`src/rtl/hazard_ctrl.sv`:
```
// Pipeline hazard controller: redirect flush, load-use stall and mult/div wait FSM with watchdog.
// Optional perf counters (stall_cnt, flush_cnt) are built when HAZARD_PERF_EN is defined.
module hazard_ctrl (
   input  logic        clk,
   input  logic        rst,
   input  logic [4:0]  id_rs,
   input  logic [4:0]  id_rt,
   input  logic        id_uses_rt,
   input  logic        id_mdu,
   input  logic [4:0]  ex_rt,
   input  logic        ex_MemRead,
   input  logic        ex_redirect,
   input  logic        mdu_busy,
   output logic        PCWrite,
   output logic        IFIDWrite,
   output logic        IFIDflush,
   output logic        IDEXflush,
   output logic        mdu_timeout,
   output logic        state_dbg
`ifdef HAZARD_PERF_EN
   ,
   output logic [31:0] stall_cnt,
   output logic [31:0] flush_cnt
`endif
);

   typedef enum logic {
      RUN      = 1'b0,
      MDU_WAIT = 1'b1
   } state_t;

   state_t     state;
   state_t     next_state;
   logic [5:0] wait_cnt;
   logic       load_use;
   logic       mdu_stall;
   logic       wait_busy;

   assign load_use  = ex_MemRead && (ex_rt != 5'd0) &&
                      ((ex_rt == id_rs) || (id_uses_rt && (ex_rt == id_rt)));
   assign mdu_stall = id_mdu && mdu_busy;
   assign wait_busy = (state == MDU_WAIT) && mdu_busy;
   assign state_dbg = state;

   always_comb begin
      next_state = state;
      PCWrite    = 1'b1;
      IFIDWrite  = 1'b1;
      IFIDflush  = 1'b0;
      IDEXflush  = 1'b0;
      if (!rst) begin
         PCWrite    = 1'b0;
         IFIDWrite  = 1'b0;
         IFIDflush  = 1'b1;
         IDEXflush  = 1'b1;
         next_state = RUN;
      end else begin
         case (state)
            RUN: begin
               if (ex_redirect) begin
                  IFIDflush = 1'b1;
                  IDEXflush = 1'b1;
               end else if (load_use || mdu_stall) begin
                  // load-use takes priority for outputs, but a concurrent mdu stall still enters the wait
                  PCWrite   = 1'b0;
                  IFIDWrite = 1'b0;
                  IDEXflush = 1'b1;
                  if (mdu_stall) next_state = MDU_WAIT;
               end
            end
            MDU_WAIT: begin
               if (ex_redirect) begin
                  IFIDflush  = 1'b1;
                  IDEXflush  = 1'b1;
                  next_state = RUN;
               end else if (mdu_busy) begin
                  PCWrite   = 1'b0;
                  IFIDWrite = 1'b0;
                  IDEXflush = 1'b1;
               end else begin
                  next_state = RUN;
               end
            end
            default: next_state = RUN;
         endcase
      end
   end

   always_ff @(posedge clk) begin
      if (!rst) begin
         state       <= RUN;
         wait_cnt    <= 6'd0;
         mdu_timeout <= 1'b0;
      end else begin
         state <= next_state;
         if ((state == RUN) && (next_state == MDU_WAIT))
            wait_cnt <= 6'd0;
         else if (wait_busy && (wait_cnt != 6'd63))
            wait_cnt <= wait_cnt + 6'd1;
         if (wait_busy && (wait_cnt == 6'd63))
            mdu_timeout <= 1'b1;
      end
   end

`ifdef HAZARD_PERF_EN
   always_ff @(posedge clk) begin
      if (!rst) begin
         stall_cnt <= 32'd0;
         flush_cnt <= 32'd0;
      end else begin
         if (!PCWrite && (stall_cnt != 32'hFFFF_FFFF))
            stall_cnt <= stall_cnt + 32'd1;
         if (ex_redirect && (flush_cnt != 32'hFFFF_FFFF))
            flush_cnt <= flush_cnt + 32'd1;
      end
   end
`endif

endmodule

```
`config.mk`:
```
export PLATFORM = sky130hd
export DESIGN_NAME = hazard_ctrl
export DESIGN_NICKNAME = d
export VERILOG_FILES = /design/src/rtl/hazard_ctrl.sv
export SDC_FILE = /design/constraint.sdc
export NUM_CORES = 1
export LEC_CHECK = 0
export CORE_MARGIN = 5
export CORE_UTILIZATION = 40
export DETAILED_ROUTE_END_ITERATION = 10
export PLACE_DENSITY = 0.83
export SLEW_MARGIN = 5
export SYNTH_ARGS = -nofsm -noshare
export SYNTH_HDL_FRONTEND = slang
export SYNTH_SLANG_ARGS = --single-unit
```
`constraint.sdc`:
```
create_clock -name clk -period 3.9 [get_ports clk]
set_clock_uncertainty 0.15 [all_clocks]
set_input_delay 1.17 -clock clk [delete_from_list [all_inputs] [get_ports clk]]
set_output_delay 1.17 -clock clk [all_outputs]
set_load 0.005 [all_outputs]
```
==> results of run 1 <==
worst paths after layout:
path                         endpoint  cells after the start                      from  slack (ns)
min reg2reg  mdu_timeout$_SDFFE_PN0P_                      2  mdu_timeout$_SDFFE_PN0P_        0.34
min          mdu_timeout$_SDFFE_PN0P_                      2  mdu_timeout$_SDFFE_PN0P_        0.34
max                         IFIDWrite                      6                  ex_rt[0]        0.08
max reg2reg  wait_cnt[5]$_SDFFE_PP0P_                      5  wait_cnt[0]$_SDFFE_PP0P_        2.29
layout by cell type, fill, tap and decap left out, types with 2 or more instances in the layout:
cell type,n
a21oi_1,3
a31oi_1,2
buf_2,3
buf_4,8
clkbuf_4,3
clkdlybuf4s15_1,2
clkdlybuf4s50_1,15
dfxtp_1,8
dlygate4sd2_1,4
dlymetal6s2s_1,3
inv_1,3
nand2_1,3
nor2_1,6
nor3_1,2
o21ai_0,2
o31ai_1,2
xor2_1,10
report_power, final:
part	leakage, nW	total, mW	switching (mW)	internal, mW
registers	0.0645	0.0829	0.000551	0.0824
clock network	0.0138	0.0629	0.0277	0.0352
logic	0.298	0.0522	0.0189	0.0333
total	0.376	0.198	0.0472	0.151
registers in the layout, indices dropped and copies added (netlist names):
signal / flops
wait_cnt: 6
state_dbg: 1
mdu_timeout: 1
metrics by stage:
| step | power [mW] | hold WS [ns] | TNS (ns) |
|---|---|---|---|
| 2_1_floorplan | 0.101 | 0.327 | 0 |
| 3_3_place_gp | 0.138 | 0.324 | -1.28 |
| 3_5_place_dp | 0.139 | 0.340 | -1.37 |
| 4_1_cts | 0.201 | 0.354 | 0 |
| 5_1_grt | 0.209 | 0.411 | 0 |
| 6_report | 0.198 | 0.345 | 0 |
cells by family after synthesis:
family	after synthesis	share of synthesized area, %
AOI/OAI and AO/OA	16	21.5
xor gates and xnor gates	11	18.0
adders and majority gates	1	2.34
buffers and inverters	4	3.51
DFF	8	29.9
muxes	1	1.87
and+or+nand+nor	22	22.9
layout make-up:
class	instances	area share, %
multi-input combinational	51	41.1
timing repair buffer	35	35.3
inverter	3	1.25
sequential	8	17.8
tap	15	2.08
clock buffer	3	2.50
tightest hold or removal path: cells and delay by family, from the launching register on:
family / cells / cell delay, ns
flip-flops: 1 / 0.32
AND/OR/NAND/NOR: 1 / 0.09
AO/OA/AOI/OAI: 1 / 0.04
metal layers:
layer	GRT usage (%)	share of wire, %
met1	14.9	38
met2	22.5	42
met3	8.20	19
met4	6.82	1.1
met5	0	0
timing repair:
item / CTS / global route
pin swaps: 4 / 4
gates resized for setup: 21 / 5
endpoints found under the setup margin: 3 / 3
buffers inserted: 2 / 0
==> flow_metrics.env, run 1 <==
export IMPL_final_util_pct=70.1
export IMPL_cp_slowest_cell="clkdlybuf4s50_1"
export IMPL_area_delta_synth_final_pct=68.2
export IMPL_synth_cell_types=31
export IMPL_drc=0
export IMPL_avgViaCountPerCell=5.29
export IMPL_fin_cells=115
export IMPL_place_area_um2=870
export IMPL_synth_top_area_share_pct=29.9
export IMPL_min_path_type="reg -> reg"
export IMPL_grt_max_degree=7
export IMPL_io_pins=28
export IMPL_yosysSeqAreaShare_pct=29.9
export IMPL_worstPathCellList="clkdlybuf4s50_1, buf_4, xnor2_1, a32oi_1, o31a_1, buf_2"
export IMPL_max_cap_violations=0
export IMPL_grt_overflow=0
export IMPL_ir_drop_mv=0.114
export IMPL_dr_total_vias=608
export IMPL_path_clk_slew_ns=0.05
export IMPL_slew_headroom_pct=51.6
export IMPL_cts_buffers=3
export IMPL_grt_pass1_wl_um=2190
export IMPL_async_flop_share_pct=0
export IMPL_power_density_mw_per_mm2=220
export IMPL_cpLargestDelayFamily="buffers and inverters"
export IMPL_synthTopCellsByArea="dfxtp_1 (30%), xor2_1 (16%), nor2_1 (4.2%)"
export IMPL_dieWidth_um=46.6
export IMPL_layout_setup_ws_ns=0.0787
export IMPL_drt_total_wl_um=1320
export IMPL_setup_viol=0
export IMPL_hpwlAfterDp_um=1130
export IMPL_p_leak_nw=0.376
export IMPL_syn_num_nets=86
export IMPL_critPathBufInv=3
export IMPL_dr_pass1_iters=6
export IMPL_yosys_register_bits=8
export IMPL_hold_viol_final=0
export IMPL_dieArea_mm2=0.00217
export IMPL_port_buffers=27
export IMPL_antenna_found_initial=0
export IMPL_worst_slew_pin_slew_ns=0.720
export IMPL_cts_root_buf="clkbuf_4"
export IMPL_synthTopCellsByCount="xor2_1 (10), dfxtp_1 (8), nor2_1 (6)"
export IMPL_hold_buffers=0
export IMPL_place_congestion=0.752
export IMPL_finalInstanceArea_um2=901
export IMPL_dp_cells=111
export IMPL_drive_above_1_share_pct=22.0
export IMPL_synth_edf_count=0
export IMPL_clock_latency_ns=0.25
export IMPL_initial_utilization_pct=41.7
export IMPL_num_fill_cells=99
export IMPL_rows=13
export IMPL_clockBufferDepth=2
export IMPL_clock_sinks=8
export IMPL_drt_iter0_drc=4
export IMPL_rsz0062_at_grt="false"
export IMPL_cts_tree="built"
export IMPL_grt_pass1_vias=582
export IMPL_synth_cell_area_um2=536
export IMPL_cp_end_kind="output port"
export IMPL_die_y_um=46.6
export IMPL_synth_area_leader_cell="dfxtp_1"
export IMPL_multi_input_area_um2=370
export IMPL_ant_nets=0
export IMPL_fmax_mhz=262
export IMPL_arrival_ns=2.50
export IMPL_wire_per_inst_um=11.4
export IMPL_htreeDepth=1
export IMPL_status="complete, no violations"
export IMPL_drv_slew=0
export IMPL_finalNetCount=125
export IMPL_crit_fanout=2
export IMPL_place_ws_ns=-0.456
export IMPL_num_antenna_cells=0
export IMPL_cp_required_ns=2.58
export IMPL_startpoint_type="input pin"
export IMPL_critical_path_class="in -> out"
export IMPL_fin_crit_sh_pct=98.0
export IMPL_synth_most_common_cell="xor2_1"
export IMPL_ys_warn_count=0
export IMPL_slowest_delay_ns=0.44
export IMPL_grt_use_total_pct=14.2
export IMPL_ff_latch_area_um2=160
export IMPL_postSynthCellCount=63
export IMPL_avgSynthCellArea_um2=8.50
export IMPL_coreArea_mm2=0.00128
export IMPL_ys_flop_type="dfxtp_1"
export IMPL_period_minus_slack_ns=3.82
(Power assumes the default switching activity.)
==> inputs of run 2 (changes only) <==
--- a/config.mk
+++ b/config.mk
@@ -5,6 +5,7 @@
 export SDC_FILE = /design/constraint.sdc
 export NUM_CORES = 1
 export LEC_CHECK = 0
+export CAP_MARGIN = 0
 export CORE_MARGIN = 5
 export CORE_UTILIZATION = 40
 export DETAILED_ROUTE_END_ITERATION = 10
==> results of run 2 <==
The final DEF is identical to that of run 1; final timing and power are the same.
